## config.mk

```make
export PLATFORM = sky130hd
export DESIGN_NAME = fp_align_stage
export DESIGN_NICKNAME = d
export VERILOG_FILES = /design/src/rtl/fp_align_stage.sv
export SDC_FILE = /design/constraint.sdc
export NUM_CORES = 1
export LEC_CHECK = 0
export CORE_MARGIN = 3
export CORE_UTILIZATION = 45
export DETAILED_ROUTE_END_ITERATION = 10
export PLACE_DENSITY = 0.72
export RECOVER_POWER = 50
export SETUP_SLACK_MARGIN = 0.3
export SLEW_MARGIN = 0
export SYNTH_ARGS = -nofsm -noshare
export SYNTH_HDL_FRONTEND = slang
export SYNTH_SLANG_ARGS = --single-unit
```

## constraint.sdc

```tcl
create_clock -name clk -period 1.8 [get_ports clk]
set_input_delay 0.18 -clock clk [delete_from_list [all_inputs] [get_ports clk]]
set_output_delay 0.18 -clock clk [all_outputs]
set_load 0.1 [all_outputs]
```

## src/rtl/fp_align_stage.sv

```systemverilog
// Exponent-compare / mantissa-align stage of the FP adder: orders the operand pair by magnitude
// and right-shifts the smaller mantissa. Define FPALIGN_GRS_EN to add the SML_GRS guard/round/sticky output.
module fp_align_stage #(
    parameter int MW = 24,
    parameter int EW = 8
) (
    input  logic          clk,
    input  logic          rst_n,
    input  logic          in_valid,
    output logic          in_ready,
    input  logic [MW-1:0] a1,
    input  logic [MW-1:0] b1,
    input  logic [EW-1:0] ae1,
    input  logic [EW-1:0] be1,
    input  logic          as1,
    input  logic          bs1,
    output logic          out_valid,
    input  logic          out_ready,
    output logic [MW-1:0] big_m,
    output logic [MW-1:0] sml_m,
    output logic [EW-1:0] exp,
    output logic          big_s,
    output logic          eff_sub,
`ifdef FPALIGN_GRS_EN
    output logic [2:0]    sml_grs,
`endif
    output logic          swap
);

    // Stage 1: ordered operands plus exponent difference
    logic          s1_v_q, s1_v_d;
    logic [MW-1:0] s1_big_q, s1_big_d;
    logic [MW-1:0] s1_sml_q, s1_sml_d;
    logic [EW-1:0] s1_diff_q, s1_diff_d;
    logic [EW-1:0] s1_exp_q, s1_exp_d;
    logic          s1_bs_q, s1_bs_d;
    logic          s1_eff_q, s1_eff_d;
    logic          s1_swap_q, s1_swap_d;

    // Stage 2: aligned result
    logic          s2_v_q, s2_v_d;
    logic [MW-1:0] s2_big_q, s2_big_d;
    logic [MW-1:0] s2_sml_q, s2_sml_d;
    logic [EW-1:0] s2_exp_q, s2_exp_d;
    logic          s2_bs_q, s2_bs_d;
    logic          s2_eff_q, s2_eff_d;
    logic          s2_swap_q, s2_swap_d;
    logic [2:0]    s2_grs_q, s2_grs_d;

    logic          s2_load;
    logic          accept;
    logic          a_big;
    logic [MW-1:0] sml_shift;
    logic [2:0]    grs;

    assign s2_load  = !s2_v_q || out_ready;
    assign in_ready = !s1_v_q || s2_load;
    assign accept   = in_valid && in_ready;

    // Full tie (equal exponent and mantissa) keeps A in the big slot.
    assign a_big = (ae1 > be1) || ((ae1 == be1) && (a1 >= b1));

`ifdef FPALIGN_GRS_EN
    localparam int XW = 2 * MW + 2;
    localparam logic [EW:0] GRS_LIM = (EW + 1)'(MW + 2);
    logic [XW-1:0] ext;

    // The MW+2 zero bits below the mantissa catch every bit shifted out for DIFF <= MW+1.
    always_comb begin
        ext       = {s1_sml_q, {(MW + 2){1'b0}}} >> s1_diff_q;
        sml_shift = ext[XW-1 -: MW];
        if ({1'b0, s1_diff_q} >= GRS_LIM)
            grs = {2'b00, |s1_sml_q};
        else
            grs = {ext[MW+1], ext[MW], |ext[MW-1:0]};
    end

    assign sml_grs = s2_grs_q;
`else
    always_comb begin
        sml_shift = s1_sml_q >> s1_diff_q;
        grs       = 3'b000;
    end
`endif

    always_comb begin
        s1_v_d    = s1_v_q;
        s1_big_d  = s1_big_q;
        s1_sml_d  = s1_sml_q;
        s1_diff_d = s1_diff_q;
        s1_exp_d  = s1_exp_q;
        s1_bs_d   = s1_bs_q;
        s1_eff_d  = s1_eff_q;
        s1_swap_d = s1_swap_q;
        if (in_ready)
            s1_v_d = in_valid;
        if (accept) begin
            s1_big_d  = a_big ? a1 : b1;
            s1_sml_d  = a_big ? b1 : a1;
            s1_diff_d = a_big ? (ae1 - be1) : (be1 - ae1);
            s1_exp_d  = a_big ? ae1 : be1;
            s1_bs_d   = a_big ? as1 : bs1;
            s1_eff_d  = as1 ^ bs1;
            s1_swap_d = !a_big;
        end
    end

    always_comb begin
        s2_v_d    = s2_v_q;
        s2_big_d  = s2_big_q;
        s2_sml_d  = s2_sml_q;
        s2_exp_d  = s2_exp_q;
        s2_bs_d   = s2_bs_q;
        s2_eff_d  = s2_eff_q;
        s2_swap_d = s2_swap_q;
        s2_grs_d  = s2_grs_q;
        if (s2_load)
            s2_v_d = s1_v_q;
        if (s2_load && s1_v_q) begin
            s2_big_d  = s1_big_q;
            s2_sml_d  = sml_shift;
            s2_exp_d  = s1_exp_q;
            s2_bs_d   = s1_bs_q;
            s2_eff_d  = s1_eff_q;
            s2_swap_d = s1_swap_q;
            s2_grs_d  = grs;
        end
    end

    always_ff @(posedge clk or negedge rst_n) begin
        if (!rst_n) begin
            s1_v_q    <= 1'b0;
            s1_big_q  <= '0;
            s1_sml_q  <= '0;
            s1_diff_q <= '0;
            s1_exp_q  <= '0;
            s1_bs_q   <= 1'b0;
            s1_eff_q  <= 1'b0;
            s1_swap_q <= 1'b0;
            s2_v_q    <= 1'b0;
            s2_big_q  <= '0;
            s2_sml_q  <= '0;
            s2_exp_q  <= '0;
            s2_bs_q   <= 1'b0;
            s2_eff_q  <= 1'b0;
            s2_swap_q <= 1'b0;
            s2_grs_q  <= 3'b000;
        end else begin
            s1_v_q    <= s1_v_d;
            s1_big_q  <= s1_big_d;
            s1_sml_q  <= s1_sml_d;
            s1_diff_q <= s1_diff_d;
            s1_exp_q  <= s1_exp_d;
            s1_bs_q   <= s1_bs_d;
            s1_eff_q  <= s1_eff_d;
            s1_swap_q <= s1_swap_d;
            s2_v_q    <= s2_v_d;
            s2_big_q  <= s2_big_d;
            s2_sml_q  <= s2_sml_d;
            s2_exp_q  <= s2_exp_d;
            s2_bs_q   <= s2_bs_d;
            s2_eff_q  <= s2_eff_d;
            s2_swap_q <= s2_swap_d;
            s2_grs_q  <= s2_grs_d;
        end
    end

    assign out_valid = s2_v_q;
    assign big_m     = s2_big_q;
    assign sml_m     = s2_sml_q;
    assign exp       = s2_exp_q;
    assign big_s     = s2_bs_q;
    assign eff_sub   = s2_eff_q;
    assign swap      = s2_swap_q;

endmodule
```

==> results of run 1 <==
## state kept, by name, indices dropped and copies added (netlist names), 8 cells and up
register / count
s1_big_q: 24
big_m: 24
sml_m: 24
s1_sml_q: 24
s1_exp_q: 8
exp: 8
s1_diff_q: 8
## worst reg2reg max path, delay by kind of cell (launching register included)
kind / cells / cell delay (ns)
compound gates: 4 / 0.89
flops: 1 / 0.48
buf+inv: 2 / 0.31
mux: 1 / 0.30
simple gates: 1 / 0.12
## routing by layer
layer / vias up / track usage [%] / wire, um
met3: 321 / 6.464 / 3515
met1: 4257 / 37.73 / 12450
met5: - / 0 / 0
met4: 0 / 20.66 / 3379
met2: 793 / 54.54 / 16400
li1: 3586 / - / -
## cells by family (layout without fill, tap and decap cells)
group | Yosys count | count (layout) | share of synthesized area (%)
and+or+nand+nor | 261 | 261 | 15.15
AOI/OAI and AO/OA | 237 | 239 | 18.52
DFF | 128 | 128 | 42.43
buffers and inverters | 101 | 414 | 5.536
muxes | 74 | 74 | 10.56
adders and majority gates | 41 | 41 | 6.995
xor gates and xnor gates | 7 | 7 | 0.8122
other | 0 | 1 | 0
## what timing repair did
action                                 in CTS  in global routing
setup buffers                              22                 18
resized for setup                         423                163
pin swaps                                 133                 74
hold buffers                                1                  0
endpoints found under the hold margin      20                  0
setup endpoints to repair                  87                 92
gates cloned                               15                  2
## path summary, 6_finish.rpt
check                                            to  slack (ns)  cells after the start
max                        s1_big_q[17]$_DFFE_PN0P_       -0.50                     13
min                         s1_exp_q[2]$_DFFE_PN0P_        0.03                      3
max reg2reg                    sml_m[1]$_DFFE_PN0P_       -0.42                      8
min reg2reg                    sml_m[3]$_DFFE_PN0P_        0.48                      2
max in group asynchronous  s1_diff_q[3]$_DFFE_PN0P_        0.19                      3
min in group asynchronous        s1_v_q$_DFFE_PN0N_        0.33                      2
## placed cells by master, fill, tap and decap left out, drive strengths merged, types with 3 or more instances in the layout
cell type	n
a211oi	5
o21a	10
dlygate4sd2	17
nor4	5
clkdlybuf4s15	7
clkdlybuf4s50	5
nand4	5
a221o	6
a21o	5
nand2b	7
or3	5
mux2i	29
nor3	13
a22o	9
xor2	3
nor2b	5
inv	42
clkinv	4
nand3	11
bufinv	7
and2	4
buf	295
o31ai	7
dfrtp	128
clkbuf	31
nand2	106
ha	39
clkinvlp	4
o211ai	4
o21ai	32
mux2	45
xnor2	4
a31oi	3
a21oi	142
nor2	91
## final cells by class
type / instances / area share, %
multi-input combinational: 622 / 42.85
sequential: 128 / 24.34
timing repair buffer: 339 / 24.17
clock buffer: 18 / 3.253
tap: 216 / 2.049
clock inverter: 14 / 1.992
inverter: 43 / 1.328
antenna: 1 / 0.01897
## synth_stat cells (3+ instances only)
| cell type | n | share of area (%) |
|---|---|---|
| dfrtp_1 | 128 | 42 |
| nand4_1 | 5 | 0.41 |
| nand2_1 | 106 | 5.3 |
| o21a_1 | 8 | 0.80 |
| nor3_1 | 13 | 0.86 |
| buf_1 | 7 | 0.35 |
| and2_1 | 3 | 0.25 |
| nand2b_1 | 7 | 0.58 |
| nor2b_1 | 4 | 0.33 |
| nor2_1 | 91 | 4.5 |
| a22o_1 | 9 | 1.0 |
| mux2_2 | 45 | 6.7 |
| nand3_1 | 11 | 0.73 |
| o211ai_1 | 4 | 0.40 |
| inv_1 | 41 | 2.0 |
| o31ai_1 | 6 | 0.60 |
| a21o_1 | 5 | 0.50 |
| o21ai_0 | 31 | 2.1 |
| xor2_1 | 3 | 0.35 |
| mux2i_1 | 29 | 3.8 |
| clkbuf_1 | 32 | 1.6 |
| nor4_1 | 3 | 0.25 |
| a31oi_1 | 3 | 0.25 |
| or3_1 | 5 | 0.41 |
| xnor2_1 | 4 | 0.46 |
| buf_2 | 16 | 1.1 |
| ha_1 | 39 | 6.5 |
| a21oi_1 | 142 | 9.4 |
| a211oi_1 | 5 | 0.50 |
| a221o_1 | 6 | 0.80 |
## through the flow
step | utilization [%] | TNS (ns) | setup WS (ns)
2_1_floorplan | - | -42.05 | -0.6412
3_3_place_gp | 63.61 | -62.18 | -0.9797
3_5_place_dp | 63.61 | -67.37 | -1.082
4_1_cts | 77.26 | -9.135 | -0.2035
5_1_grt | 81.57 | -34.08 | -0.5505
6_report | 81.57 | -28.98 | -0.4974
## where the power goes
part           internal, mW  switching, mW  leakage, nW
sequential             3.49          0.626         1.50
clock                  2.73           1.43        0.322
combinational          3.17           5.55         4.13
==> results.md, run 1 <==
- GPL Wtd Cong: roughly 0.89
- CP max stage cell: ha_1
- Multi-input gate area in the final layout: ~5700 sq um
- Highest net fanout along the worst path: 6
- Fillers: approximately 730
- Router iterations before antenna repair: 6
- Clock root cell: clkbuf_16
- Initial standard-cell utilization of the core: between 40 and 50%
- DR DRC count: 0
- Worst setup startpoint: a1[14]
- Total power divided by cell area: 1289 nW/um^2
- Final instance count without filler cells: around 1400
- Fraction of final layout cells sized beyond drive strength 1: approximately 58%
- Clock slew seen by the registers of the worst setup and hold paths: approximately 0.06 ns
- Setup skew after layout: around 0.011 ns
- Area grow syn2layout: 74.77%
- CTS sink count: 128
- Source of the worst register-to-register timing path: s1_diff_q[0]$_DFFE_PN0P_
- Number of library cell types mapped by synthesis: just under 60
- Final Power: 17.01 mW
- DP HPWL: 16.27 mm
- Tot GR Track Use: between 30% and 40%
- Slowest stage delay, CP: between 0.3 and 0.4 ns
- Total number of placement rows: 46
- Worst setup path class: input pin to flop
- Dpl cells: 1290
- Routed wire per std cell: 25.88 um
- Worst Hold Margin: about 0.025 ns
- Dominant synthesized flop cell: dfrtp_1
- Clock latency at the later pin of the worst-skew pair: 0.44 ns
- Worst ir drop on vdd: roughly 0.94 mV
- Headroom to the max-slew limit: 42.86%
- Arrival time of the worst setup path: 2.61 ns
- Peak clock frequency supported by timing: 0.4353 GHz
- Via count of the routed design: around 9000
- Type of element launching the critical path: input pin
- Number of antenna violations at the first check in global routing: 1
- Slew at the pin closest to its max-slew limit: ~0.86 ns
- Netlist area before placement: approximately 7500 sq um
- Result of the run: complete, but fails checks
- Max-slew violation total from the final report: 0
- Core Footprint: 16170 sq um
- IO buf count: 130
- Detailed-route wire length: about 36 mm
- Area after detailed placement: a little over 10000 sq um
- Clock tree from TritonCTS: yes
- Least setup slack across all paths after layout: -0.4974 ns
- # H-tree levels: 4
- Final #Nets: about 1300
- Pin count of the biggest net entering global routing: 42
- Max Buffers Root-to-Sink: 2
- Leakage power summed over all cells: 5.957 nW
- Number of ports placed on the die boundary: approximately 130
- Post-route cell area: ~13000 sq um
- Number of register bits inferred by synthesis: approximately 130
- Setup repair after global routing missed its margin: yes
- Endpoint kind of the worst setup timing path: flop
- Violated checks: negative setup slack
- Period minus WS final: 2.297 ns
- Sequential cell area: about 3200 sq um
- Setup-violating endpoint count in the final report: 84
- Fraction of the cycle the final worst path needs: 127.6%
- Hold violation total from the final report: 0
- Sequential fraction of the synthesis area: roughly 42%
- Number of instances in the synthesized netlist: around 850
- Remaining global-route overflow: 0
- Total die area: 18360 sq um
- Maximum capacitance violations: 0
- Detail-routed via count per cell: approximately 6.5
- Series of cell instances along the critical path: clkdlybuf4s15_1 -> ha_1 -> nand2_2 -> nor4_4 -> buf_4 -> buf_4 -> a22oi_2 -> o2111ai_4 -> buf_6 -> o21a_4 -> buf_16 -> a21oi_2 -> a21oi_2
- Post-Syn Area per Cell: around 8.9 sq um
- Total clock buffers created by CTS: 17
- Worst hold path class: input pin to flop
- Die span in x: between 100 and 150 um
- Via count of the first global-routing pass: between 8000 and 9000
- Net count after synthesis: 960
- Die Ht: about 140 um
- Start point of the worst min-delay path: be1[2]
- Number of nets with antenna violations after routing: 0
- Yosys warning total: 0
- Async SR Flop Fraction: 100.0%
- Wire length of the first global-routing pass: about 46 mm
- Worst path buffer plus inverter count: 5
- Starting DRC count in detailed routing: slightly below 1000
- CP required: 2.12 ns
- EDFF count, synth: 0
- CP delay by family, top: compound AO/OA/AOI/OAI gates
No activity file was read; power rests on OpenSTA's default activity.
==> run 2: changes to the inputs <==
CORE_MARGIN = not set   (was 3)
SLEW_MARGIN = 20   (was 0)
==> results.md, run 2 (synthesis results as in run 1) <==
- Clock tree from TritonCTS: yes
- Area after detailed placement: ~10000 sq um
- DR DRC count: 0
- Period minus WS final: approximately 2.4 ns
- Tot GR Track Use: about 29%
- Pin count of the biggest net entering global routing: 48
- Slew at the pin closest to its max-slew limit: 0.7872 ns
- Hold violation total from the final report: 0
- Detail-routed via count per cell: 6.145
- Area grow syn2layout: 70.74%
- Most common cell after layout, fill and taps aside: buf_4
- Worst ir drop on vdd: 0.9634 mV
- Total number of placement rows: 46
- Type of element launching the critical path: input pin
- Worst setup path class: input pin to flop
- Routed wire per std cell: 23.02 um
- Leakage power summed over all cells: between 5 and 6 nW
- Max-slew violation total from the final report: 0
- Total clock buffers created by CTS: 17
- Worst Hold Margin: 0.04610 ns
- Met3 wirelength from detailed routing: ~2.4 mm
- Core Footprint: 16120 sq um
- Wire length of the first global-routing pass: ~40 mm
- Clock slew seen by the registers of the worst setup and hold paths: 0.06 ns
- Metal1 wirelength: around 12 mm
- Number of ports placed on the die boundary: between 100 and 150
- Dpl cells: ~1300
- Via count of the first global-routing pass: roughly 7900
- Detailed-route wire length: approximately 31 mm
- Final instance count without filler cells: 1368
- Die Ht: roughly 130 um
- Post-route cell area: about 13000 sq um
- Setup repair after global routing missed its margin: yes
- Multi-input gate area in the final layout: around 5500 sq um
- Result of the run: complete, but fails checks
- Violated checks: negative setup slack
- Starting DRC count in detailed routing: between 800 and 900
- Peak clock frequency supported by timing: roughly 0.4 GHz
- Worst hold path class: input pin to flop
- Clock latency at the later pin of the worst-skew pair: ~0.43 ns
- Final Power: around 16 mW
- Clock root cell: clkbuf_16
- Highest net fanout along the worst path: 7
- Sequential cell area: roughly 3200 sq um
- Highest routing layer actually used: met4
- Endpoint kind of the worst setup timing path: flop
- Headroom to the max-slew limit: roughly 48%
- Router iterations before antenna repair: 6
- Setup skew after layout: between 0.01 and 0.015 ns
- Initial standard-cell utilization of the core: 46.84%
- Least setup slack across all paths after layout: -0.6351 ns
- Number of antenna violations at the first check in global routing: 0
- Fraction of the cycle the final worst path needs: 135.3%
- Length of routed met2 wiring: 15.03 mm
- Maximum capacitance violations: 0
- CP required: roughly 2.2 ns
- Via count of the routed design: around 8400
- Remaining global-route overflow: 0
- Setup-violating endpoint count in the final report: just over 80
- Antenna fix cells: 0
- Fillers: 850
- IO buf count: 130
- Die span in x: roughly 130 um
- GPL Wtd Cong: between 0.8 and 0.9
- Number of nets with antenna violations after routing: 0
- # H-tree levels: 4
- Final #Nets: ~1300
- Fraction of final layout cells sized beyond drive strength 1: around 54%
- Max Buffers Root-to-Sink: 2
- DP HPWL: ~16 mm
- CTS sink count: approximately 130
- Total power divided by cell area: ~1300 nW/um^2
- Arrival time of the worst setup path: around 2.8 ns
- Total die area: approximately 17000 sq um
- Most frequent cells in the layout: 200 x buf_4, 125 x dfrtp_1, 83 x nor2_1
- Pre-CTS setup slack: -1.034 ns
[run 2: changes by cell type in the layout (fill, tap and decap cells not counted), moves of 5 or more]
cell,delta
bufinv_16,-5
nand2_4,-19
buf_4,-7
nand2_2,-10
ha_1,+5
buf_8,+6
clkbuf_8,+5
nand2_1,+28
buf_2,-10
buf_16,-5
buf_6,+5
[run 2: metrics by stage]
step | TNS, ns | utilization, %
after detailed placement | -65.23 | 63.85
after floorplan | -42.05 | -
after global placement | -62.82 | 63.85
final | -39.04 | 79.98
after global routing | -41.69 | 79.98
after CTS | -7.272 | 73.39
[run 2: power by group]
part,switching [mW],internal (mW)
Combinational,5.51,3.19
Sequential,0.587,3.49
Clock,1.33,2.20
Total,7.43,8.88
[run 2: area by class of cell]
type                       instances  area share [%]
timing repair buffer             331           24.74
tap                              216           2.097
inverter                          43           1.369
sequential                       128           24.90
multi-input combinational        620           42.37
clock inverter                     5          0.6019
clock buffer                      25           3.922
[run 2: repair_timing]
item | 4_1_cts | 5_1_grt
resized for setup | 333 | 210
pin swaps | 100 | 98
endpoints found under the setup margin | 90 | 93
gates cloned | 7 | 4
hold buffers | 1 | 0
hold endpoints to repair | 27 | 0
buffers inserted | 16 | 18
[run 2: worst paths after layout]
check | slack, ns | endpoint | cells past startpoint | startpoint
min in group asynchronous | 0.36 | sml_m[4]$_DFFE_PN0P_ | 2 | rst_n
min | 0.05 | s1_exp_q[4]$_DFFE_PN0P_ | 3 | be1[4]
max reg2reg | -0.38 | sml_m[3]$_DFFE_PN0P_ | 10 | s1_diff_q[0]$_DFFE_PN0P_
max in group asynchronous | 0.15 | s1_diff_q[2]$_DFFE_PN0P_ | 3 | rst_n
min reg2reg | 0.49 | sml_m[20]$_DFFE_PN0P_ | 2 | sml_m[20]$_DFFE_PN0P_
max | -0.64 | s1_sml_q[21]$_DFFE_PN0P_ | 14 | b1[12]
[run 2: layer usage]
metal,track usage (%),vias up
li1,-,3537
met1,35.57,4099
met2,50.38,576
met3,4.167,195
met4,15.76,0
met5,0,-
[run 2: critical path, stage by stage]
cell and delay, ns:
clkdlybuf4s15_2 0.21, inv_1 0.07, ha_1 0.29, nand2_2 0.09, nor4_4 0.37, nand4_1 0.26, o2111ai_2 0.30, buf_4 0.17
o21a_4 0.17, buf_12 0.15, buf_12 0.12, buf_16 0.15, a21oi_2 0.07, a21oi_1 0.18
